$ cat src/rtl/window_feeder.sv
// window_feeder: write-side controller for the scan-in shift window.
// Accepts a byte stream (valid/ready), shifts it into the window, raises
// win_valid when a complete set of taps is present and holds the stream off
// until the compute engine acknowledges. Between windows of a row only STRIDE
// new bytes are shifted in, so older taps are reused.
// Optional feature: define FEEDER_ZPAD_EN to insert PAD leading zero bytes at
// every row start (reset, row end, row error).
module window_feeder #(
    parameter int WIN    = 19,
    parameter int STRIDE = 1,
    parameter int PAD    = 9
) (
    input  logic       clk,
    input  logic       rst_n,
    input  logic       s_valid,
    input  logic [7:0] s_data,
    input  logic       s_last,
    output logic       s_ready,
    output logic       wen,
    output logic [7:0] din,
    output logic       win_valid,
    input  logic       win_ack,
    output logic [7:0] win_idx,
    output logic       row_err
);

    localparam int NEED_W = $clog2(WIN + 1);
    localparam logic [NEED_W-1:0] NEED_FULL   = NEED_W'(WIN);
    localparam logic [NEED_W-1:0] NEED_STRIDE = NEED_W'(STRIDE);
    localparam logic [NEED_W-1:0] NEED_ONE    = NEED_W'(1);

    typedef enum logic [1:0] {
        ST_PAD   = 2'd0,
        ST_FILL  = 2'd1,
        ST_VALID = 2'd2
    } st_t;

`ifdef FEEDER_ZPAD_EN
    // Rows start by injecting zeros unless no padding is configured.
    localparam st_t ROW_START = (PAD > 0) ? ST_PAD : ST_FILL;
    // need counts down from WIN through the pad phase; the pad phase ends on
    // the cycle need still holds WIN-PAD+1, leaving WIN-PAD stream bytes.
    localparam logic [NEED_W-1:0] NEED_PAD_LAST = NEED_W'(WIN - PAD + 1);
`else
    localparam st_t ROW_START = ST_FILL;
`endif

    // Elaboration-time parameter range checks.
    if (STRIDE < 1 || STRIDE > WIN) begin : g_bad_stride
        $error("window_feeder: STRIDE must be within 1..WIN");
    end
    if (PAD < 0 || PAD >= WIN) begin : g_bad_pad
        $error("window_feeder: PAD must be within 0..WIN-1");
    end

    st_t               st_q, st_d;
    logic [NEED_W-1:0] need_q, need_d;
    logic              row_end_q, row_end_d;
    logic [7:0]        win_idx_q, win_idx_d;
    logic              row_err_q, row_err_d;
    logic              s_ready_q, s_ready_d;
    logic              win_valid_q, win_valid_d;
`ifdef FEEDER_ZPAD_EN
    logic              pad_q, pad_d;
`endif

    logic hs;
    assign hs = s_valid && s_ready_q;

    // Next-state and counter logic for the pad / fill / valid sequence.
    always_comb begin
        st_d      = st_q;
        need_d    = need_q;
        row_end_d = row_end_q;
        win_idx_d = win_idx_q;
        row_err_d = 1'b0;
        case (st_q)
`ifdef FEEDER_ZPAD_EN
            ST_PAD: begin
                need_d = need_q - NEED_ONE;
                if (need_q == NEED_PAD_LAST) begin
                    st_d = ST_FILL;
                end
            end
`endif
            ST_FILL: begin
                if (hs) begin
                    need_d = need_q - NEED_ONE;
                    if (need_q == NEED_ONE) begin
                        st_d      = ST_VALID;
                        row_end_d = s_last;
                    end else if (s_last) begin
                        // Row ended before the window filled: drop it and restart.
                        row_err_d = 1'b1;
                        st_d      = ROW_START;
                        need_d    = NEED_FULL;
                        win_idx_d = 8'd0;
                    end
                end
            end
            ST_VALID: begin
                if (win_ack) begin
                    if (row_end_q) begin
                        row_end_d = 1'b0;
                        st_d      = ROW_START;
                        need_d    = NEED_FULL;
                        win_idx_d = 8'd0;
                    end else begin
                        st_d      = ST_FILL;
                        need_d    = NEED_STRIDE;
                        win_idx_d = win_idx_q + 8'd1;
                    end
                end
            end
            default: begin
                st_d   = ROW_START;
                need_d = NEED_FULL;
            end
        endcase
    end

    // Output decodes of the next state, registered alongside the state.
    always_comb begin
        s_ready_d   = (st_d == ST_FILL);
        win_valid_d = (st_d == ST_VALID);
`ifdef FEEDER_ZPAD_EN
        pad_d       = (st_d == ST_PAD);
`endif
    end

    // State, counters and registered outputs; async active-low reset.
    always_ff @(posedge clk or negedge rst_n) begin
        if (!rst_n) begin
            st_q        <= ROW_START;
            need_q      <= NEED_FULL;
            row_end_q   <= 1'b0;
            win_idx_q   <= 8'd0;
            row_err_q   <= 1'b0;
            s_ready_q   <= (ROW_START == ST_FILL);
            win_valid_q <= 1'b0;
`ifdef FEEDER_ZPAD_EN
            pad_q       <= (ROW_START == ST_PAD);
`endif
        end else begin
            st_q        <= st_d;
            need_q      <= need_d;
            row_end_q   <= row_end_d;
            win_idx_q   <= win_idx_d;
            row_err_q   <= row_err_d;
            s_ready_q   <= s_ready_d;
            win_valid_q <= win_valid_d;
`ifdef FEEDER_ZPAD_EN
            pad_q       <= pad_d;
`endif
        end
    end

    // Window write port is combinational so the shift lands on the handshake edge.
    always_comb begin
`ifdef FEEDER_ZPAD_EN
        wen = pad_q || (s_ready_q && s_valid);
`else
        wen = s_ready_q && s_valid;
`endif
        din = s_ready_q ? s_data : 8'd0;
    end

    assign s_ready   = s_ready_q;
    assign win_valid = win_valid_q;
    assign win_idx   = win_idx_q;
    assign row_err   = row_err_q;

endmodule

$ cat config.mk
export PLATFORM = sky130hd
export DESIGN_NAME = window_feeder
export DESIGN_NICKNAME = d
export VERILOG_FILES = /design/src/rtl/window_feeder.sv
export SDC_FILE = /design/constraint.sdc
export NUM_CORES = 1
export LEC_CHECK = 0
export ABC_AREA = 1
export ABC_CLOCK_PERIOD_IN_PS = 1900
export CAP_MARGIN = 10
export CELL_PAD_IN_SITES_DETAIL_PLACEMENT = 0
export CELL_PAD_IN_SITES_GLOBAL_PLACEMENT = 1
export CORE_MARGIN = 1.5
export CORE_UTILIZATION = 35
export CTS_CLUSTER_SIZE = 16
export DETAILED_ROUTE_END_ITERATION = 10
export PLACE_DENSITY = 0.87
export RECOVER_POWER = 25
export SLEW_MARGIN = 10
export SYNTH_ARGS = -nofsm -noshare
export SYNTH_HDL_FRONTEND = slang
export SYNTH_SLANG_ARGS = --single-unit
$ cat constraint.sdc
create_clock -name clk -period 1.9 [get_ports clk]
set_input_delay 0.38 -clock clk [delete_from_list [all_inputs] [get_ports clk]]
set_output_delay 0.38 -clock clk [all_outputs]
set_load 0.02 [all_outputs]
---- Word-level counts from Yosys, hierarchy flattened ----
Cells that the tools add are included.
operators by class
  equality and inequality tests ........... 10
  add/subtract/negate cells ............... 2
  multiplexer cells ....................... 26
  reductions and logical operators ........ 5
operators with widths
  operator               count
  $mux W8                6
  $mux W5                5
  $pmux W8 S2            1
  $ne A2 B2 Y1 const B   5
  $pmux W5 S2            1
  $add A8 B1 Y8 const B  1
  $mux W2                4
  $mux W1                7
  $eq A5 B1 Y1 const B   1
  $reduce_and A5 Y1      1
  $sub A5 B1 Y5 const B  1
  $eq A2 B1 Y1 const B   2
  $eq A2 B2 Y1 const B   2
  $pmux W2 S2            1
  $reduce_and A4 Y1      1
  $pmux W1 S2            1
  $reduce_and A2 Y1      1
  $reduce_bool A2 Y1     1
  $logic_and A1 B1 Y1    1
storage, ports and cells
  register bits ........................... 19
  logic and storage cells ................. 50
  input port bits ......................... 13
  output and inout port bits .............. 20

---- Longest topological paths before layout ----
Gate-level depths: netlist of run 1.
  depth after elaboration ................. 5
  gate-level depth with buffers ........... 11
  gate-level depth less buffers ........... 11

---- Least setup slack after synthesis of run 1 ----
No wires, ideal clock.
  path kind ............................... reg2reg
  start ................................... register st_q[0]
  end ..................................... register win_idx_q[4] (netlist: win_idx[4])
  library setup time ...................... 118 ps
  setup slack ............................. 397 ps
  cell stages (with the launch flop) ...... 8
  path buffers ............................ 1
  required time ........................... 1,782 ps
  period minus slack after synthesis ...... 1,503 ps
  arrival ................................. 1,385 ps
  path through ............................ dfstp_2 -> inv_1 -> ha_1 -> a21oi_4 -> nand2_4 -> buf_12 -> nand2_2 -> o21ai_2
between the ends
  cells in the longest elaborated chain, start to end .. 3
  elaborated cells between the ends (all ways) .. 9
  classes of those cells .................. eq/ne: 6; mux: 1; reduce/logical: 2
RTL lines
  element                                                              RTL line  text
  from (decl)                                                          56        st_t st_q, st_d;
  from (signal assigned)                                               145       st_q <= st_d;
  $eq A2 B1 Y1 / $eq A2 B2 Y1 (equally long branches)                  77        case (st_q)
  $ne A2 B2 Y1 (no line) / $reduce_bool A2 Y1 (equally long branches)  n/a
  $reduce_and A5 Y1 (no line)                                          n/a
  to (signal assigned)                                                 148       win_idx_q <= win_idx_d;
  to (decl)                                                            59        logic [7:0] win_idx_q, win_idx_d;
Several ways; a longest one is shown, not always the timed one.
A chain may end at the register's enable or synchronous reset.

---- Final worst setup path of run 1 ----
  start ................................... register win_idx_q[4] (netlist: win_idx[4])
  end ..................................... output win_idx[4]
RTL lines
  element    RTL line  text
  to (decl)  23        output logic [7:0] win_idx,
No word-level cell between the ends.

==> results of run 1 <==
[timing repair]
item | CTS | global route
setup buffers | 1 | 0
gates resized for setup | 17 | 1
setup endpoints to repair | 10 | 5
[layout make-up]
type / count / area (um^2) / area share (%)
Multi-Input combinational cell: 127 / 708 / 40.2
Sequential cell: 19 / 482 / 27.4
Timing Repair Buffer: 36 / 338 / 19.2
Inverter: 32 / 126 / 7.18
Tap cell: 48 / 60.1 / 3.41
Clock buffer: 3 / 41.3 / 2.35
Clock inverter: 1 / 5.00 / 0.284
[metal layers]
metal  wire length, um  share of wire (%)  vias up
li1                  -                  -      634
met4                27               0.98        0
met1              1430                 52      511
met5                 0                  0        -
met2              1100                 40       37
met3               209                7.5        2
[power groups by stage]
stage	clock network (mW)	logic (mW)	registers [mW]
after floorplan	0	0.811	0.601
after global routing	0.318	1.10	0.635
after CTS	0.297	1.03	0.597
after detailed placement	0	1.03	0.620
final	0.285	0.979	0.612
after global placement	0	1.02	0.621
[cells in the mapped netlist, types with 2 or more instances]
master     n
dfrtp_1   14
nor2_4     2
a21oi_1    2
o21ai_2    5
nand3b_1   2
nand2_1   54
o21ai_0    4
nand2_2    6
nand4_1    3
ha_1       5
a22oi_1    2
nor2_1    16
inv_1     30
nand2_4    5
nand3_1   13
buf_6      2
xor2_1     2
dfstp_2    5
[state kept, by name, summed over array words and instances (netlist names)]
signal     flops
st_q           2
win_idx        8
s_ready        1
row_err        1
need_q         5
win_valid      1
row_end_q      1
[worst reg2reg max path: stages, from the launching register on]
cell     delay, ns
dfstp_2       0.56
inv_1         0.05
ha_1          0.32
a21oi_4       0.23
nand3_1       0.09
nor2_1        0.19
nand3_1       0.11
nand2_1       0.07
[worst max-delay path by stage]
stage,start,to,depth (start not counted)
2_1_floorplan,st_q[0],win_idx[4],7
3_3_place_gp,s_valid,wen,4
3_5_place_dp,s_valid,wen,4
4_1_cts,s_ready,din[0],4
5_1_grt,win_idx[4],win_idx[4],1
6_report,win_idx[4],win_idx[4],1
[through the flow]
step | util (%) | TNS [ns] | cell area [um^2] | setup slack, ns | power (mW)
floorplan | - | 0 | 1370 | 0.397 | 1.41
global placement | 46.5 | -0.0525 | 1730 | -0.0481 | 1.65
detailed placement | 46.5 | -0.0830 | 1730 | -0.0595 | 1.65
CTS | 47.9 | 0 | 1780 | 0.00142 | 1.92
global route | 47.4 | 0 | 1760 | 0.0511 | 2.05
finish | 47.4 | 0 | 1760 | 0.124 | 1.88
[logic make-up after synthesis]
group	Yosys count	share of synthesized area (%)
flip-flops	19	35.1
AO/OA/AOI/OAI	16	8.75
XOR/XNOR	2	1.28
buffers and inverters	36	13.3
AND/OR/NAND/NOR	104	37.0
adder cells (fa/ha/maj)	5	4.56
==> reports/metrics.cfg, run 1 <==
[status]
status = finished clean

[worst_setup_path]
crit_chain = clkdlybuf4s50_1
cp_num_buf_inv = 1
path_max_fanout = 8
reg2reg_to = win_idx[5]
critPathSlowestCell = clkdlybuf4s50_1
critPathRequiredTime_ns = 1.52
crit_type = flop to primary output
worst-r2r-cell-count = 7
path_delay_family = buffers and inverters
arrival_ns = 1.40
reg2reg_slack_ns = 0.22
r2r-start = st_q[0]
critPathMaxStageDelay_ns = 0.65
end_kind = primary output
cp-start-kind = flop

[cells_and_area]
drive_gt1_share_pct = 17.9
final_common_cell = nand2_1
fillers = 385
final_cell_mix = nand2_1 (54), inv_1 (30), clkdlybuf4s50_1 (21)
synthToLayoutAreaGrowth_pct = 28.3
nets = 237
diodes = 0
stdcell_count = 266

[floorplanning]
num_rows = 22
pin_count = 33
die_h_um = 65.6
coreArea_mm2 = 0.00372
dieArea_mm2 = 0.00431
die_width_um = 65.6
start_util_pct = 36.9

[route]
routed_wl_um = 2770
drt_first_pass_iters = 4
drc_errors = 0
drt_iter0_drc = 23
antenna_left = 0
vias = 1184
viasPerCell = 4.45
wl_per_cell_um = 10.4

[power_and_ir_drop]
p_sw_uw = 844
ir_drop_mv = 0.505
swShare_pct = 45.0
powerDensity_mw_per_mm2 = 1070
clock_power_share_pct = 15.2
pwr-share-comb_pct = 52.2
p_leak_nw = 0.926
intPower_mw = 1.03
seq_power_share_pct = 32.6

[grt]
grtUsageTotal_pct = 14.3
grt_pass1_wl_um = 4820
gr-usage-met3_pct = 2.40
met2_usage_pct = 20.7
grt_overflow_total = 0
use_met1_pct = 20.9
busiest_layer = met1
grt_pass1_vias = 1070
grt_max_degree = 20
antenna_found_initial = 0

[timing]
rsz0062_at_grt = no
clock_skew_ns = 0.00216
fin_crit_ns = 1.78
maxSlewHeadroom_pct = 29.8
finalCritPeriodShare_pct = 93.5
setup_viol = 0
report.final.slew_viol_count = 0
hold_viol = 0
tightest_slew_ns = 1.05
timing.fmax_mhz = 563
holdWs_ns = 0.548

[yosys]
synth_fp_nets = 200
ys_ff_latch = 19
synthFlopType = dfrtp_1
synth_top_area_cell = dfrtp_1
synth_edf_count = 0
yosys_warnings = 0
synthesis.area_mm2 = 0.00137
synthArstFlopShare_pct = 100
synth.top_cell.area_share_pct = 25.5
synthCells = 182
synth.top_cells.by_area = dfrtp_1 (26%), nand2_1 (15%), dfstp_2 (9.6%)
yosysSeqAreaShare_pct = 35.1
syn_area_per_cell_um2 = 7.54
synth_cell_types = 28

[cts]
cts_hold_buf = 0
cts_tree = built
h-tree-depth = 1
clock_path_buffers = 2
clk-insertion-delay-late_ns = 0.25
clkTransAtPathRegs_ns = 0.07
numCtsBuffers = 3
cts_sinks = 19
cts_root_buf = clkbuf_8

[worst_hold_path]
min_from = need_q[4]
whs_path_depth = 2
holdCritPathClass = flop to flop
min_to = need_q[4]

[placement]
place_congestion = 0.745
numPortBuffers = 32
dp_hpwl_um = 2110
dp_cells = 262

[job]
maxCapViolations = 0

Note: power is estimated with default switching activity, not from simulation.
==> run 2: changes to the inputs <==
--- a/config.mk
+++ b/config.mk
@@ -11,10 +11,10 @@
 export CELL_PAD_IN_SITES_DETAIL_PLACEMENT = 0
 export CELL_PAD_IN_SITES_GLOBAL_PLACEMENT = 1
 export CORE_MARGIN = 1.5
-export CORE_UTILIZATION = 35
+export CORE_UTILIZATION = 30
 export CTS_CLUSTER_SIZE = 16
 export DETAILED_ROUTE_END_ITERATION = 10
-export PLACE_DENSITY = 0.87
+export PLACE_DENSITY = 0.77
 export RECOVER_POWER = 25
 export SLEW_MARGIN = 10
 export SYNTH_ARGS = -nofsm -noshare
==> run 2 against run 1 <==
Final cell count up 1.5%; utilization decreased by 7.2 points; count of clock-buffer cells in the layout unchanged; worst setup slack got worse by 0.013 ns; total power rose by 0.41%; die area increased by 16%; register-to-register slack about the same; non-clock buffer count unchanged; cell area is essentially flat; maximum frequency down 0.71%; worst hold slack lost 0.0059 ns; largest cell class unchanged; largest power group unchanged.
==> reports/metrics.cfg, run 2 (same netlist as run 1, synthesis figures left out) <==
[grt]
grt_pass1_vias = 1126  ; +5.2%
grt_max_degree = 20  ; unchanged
grt_pass1_wl_um = 5240  ; +8.9%
grtUsageTotal_pct = 13.0  ; -1.3 points
grt_overflow_total = 0  ; unchanged
antenna_found_initial = 0  ; unchanged

[status]
status = finished clean

[cells_and_area]
final_core_util_pct = 40.2  ; -7.2 points
nets = 237  ; unchanged
stdcell_count = 270  ; +1.5%
drive_gt1_share_pct = 16.1  ; -1.8 points
synthToLayoutAreaGrowth_pct = 28.4  ; about the same
final_cell_mix = nand2_1 (54), inv_1 (30), clkdlybuf4s50_1 (21)
diodes = 0  ; unchanged
finish.instance_area_mm2 = 0.00176  ; about the same
largest_register_ffs = 8  ; unchanged
final_common_cell = nand2_1

[route]
drt_iter0_drc = 32  ; +39%
routed_wl_um = 2910  ; +5.0%
vias = 1215  ; +2.6%
drc_errors = 0  ; unchanged
viasPerCell = 4.50  ; +1.1%
antenna_left = 0  ; unchanged
wl_per_cell_um = 10.8  ; +3.5%
drt_first_pass_iters = 4  ; unchanged

[worst_hold_path]
min_from = need_q[4]
min_to = need_q[4]
holdCritPathClass = flop to flop
whs_path_depth = 2  ; unchanged

[cts]
cts_tree = built
clk-insertion-delay-late_ns = 0.26  ; about the same
clkTransAtPathRegs_ns = 0.08  ; about the same
cts_root_buf = clkbuf_8
numCtsBuffers = 3  ; unchanged
cts_sinks = 19  ; unchanged
clock_path_buffers = 2  ; unchanged
h-tree-depth = 1  ; unchanged

[timing]
maxSlewHeadroom_pct = 28.3  ; -1.5 points
setup_viol = 0  ; unchanged
timing.fmax_mhz = 559  ; -0.71%
report.final.slew_viol_count = 0  ; unchanged
holdWs_ns = 0.542  ; -0.00587 ns
finalSetupTns_ns = 0  ; unchanged
rsz0062_at_grt = no
fin_crit_ns = 1.79  ; +0.0128 ns
setup_slack_ns = 0.111  ; -0.0128 ns
tightest_slew_ns = 1.08  ; +0.0223 ns
hold_viol = 0  ; unchanged
finalCritPeriodShare_pct = 94.1  ; +0.67 points
clock_skew_ns = 0.00670  ; +0.00454 ns

[worst_setup_path]
path_delay_family = buffers and inverters
r2r-start = st_q[0]
worst-r2r-cell-count = 7  ; unchanged
reg2reg_slack_ns = 0.21  ; about the same
critPathRequiredTime_ns = 1.52  ; about the same
reg2reg_to = win_idx[7]
path_max_fanout = 8  ; unchanged
critPathSlowestCell = clkdlybuf4s50_1
arrival_ns = 1.41  ; about the same
cp_num_buf_inv = 1  ; unchanged
crit_chain = clkdlybuf4s50_1
critPathMaxStageDelay_ns = 0.65  ; about the same
crit_type = flop to primary output
cp-start-kind = flop
end_kind = primary output

[floorplanning]
die_width_um = 70.6  ; +7.7%
coreArea_mm2 = 0.00438  ; +18%
num_rows = 24  ; +9.1%
pin_count = 33  ; unchanged
die_h_um = 70.6  ; +7.7%
start_util_pct = 31.3  ; -5.6 points
dieArea_mm2 = 0.00499  ; +16%

[placement]
dp_hpwl_um = 2270  ; +7.6%
dp_cells = 266  ; +1.5%
place_area_mm2 = 0.00173  ; +0.29%
pre_cts_slack_ns = -0.0629  ; -0.00341 ns
numPortBuffers = 32  ; unchanged
place_congestion = 0.763  ; +2.5%

[power_and_ir_drop]
powerDensity_mw_per_mm2 = 1070  ; +0.34%
ir_drop_mv = 0.399  ; -21%
power.total_mw = 1.88  ; +0.41%
p_leak_nw = 0.934  ; +0.88%

[job]
maxCapViolations = 0  ; unchanged

==> run 2: layer usage <==
metal / vias up / part of all wire [%] / GRT usage, %
li1: 636 / - / -
met1: 546 / 50 / 18.1
met2: 29 / 43 / 20.0
met3: 4 / 5.5 / 2.42
met4: 0 / 1.8 / 5.03
met5: - / 0 / 0
==> run 2: cell type report <==
| class | instances | area [um^2] |
|---|---|---|
| fillers | 450 | 2620 |
| multi-input cells | 127 | 708 |
| flip-flops and latches | 19 | 482 |
| repair buffers | 36 | 334 |
| inverters | 32 | 126 |
| well taps | 52 | 65.1 |
| clock buffers | 3 | 41.3 |
| clock inverters | 1 | 5.00 |
==> run 2: report_power, final <==
part | internal, mW | switching [mW]
sequential | 0.518 | 0.0934
combinational | 0.363 | 0.616
clock | 0.146 | 0.147
total | 1.03 | 0.856
==> run 2: how the worst max path moves through the flow <==
stage / start / to / slack (ns) / depth (start not counted)
final: win_idx[4] / win_idx[4] / 0.11 / 1
after global routing: s_ready / din[7] / 0.06 / 3
after CTS: win_idx[4] / win_idx[4] / 0.10 / 1
after detailed placement: s_valid / wen / -0.06 / 4
after global placement: s_valid / wen / -0.05 / 4
after floorplan: st_q[0] / win_idx[4] / 0.40 / 7
==> run 2: timing repair <==
action / CTS / global route
setup endpoints to repair: 10 / 0
buffers inserted: 0 / 0
hold buffers: 0 / 0
hold endpoints to repair: 0 / 0
resized for setup: 10 / 0
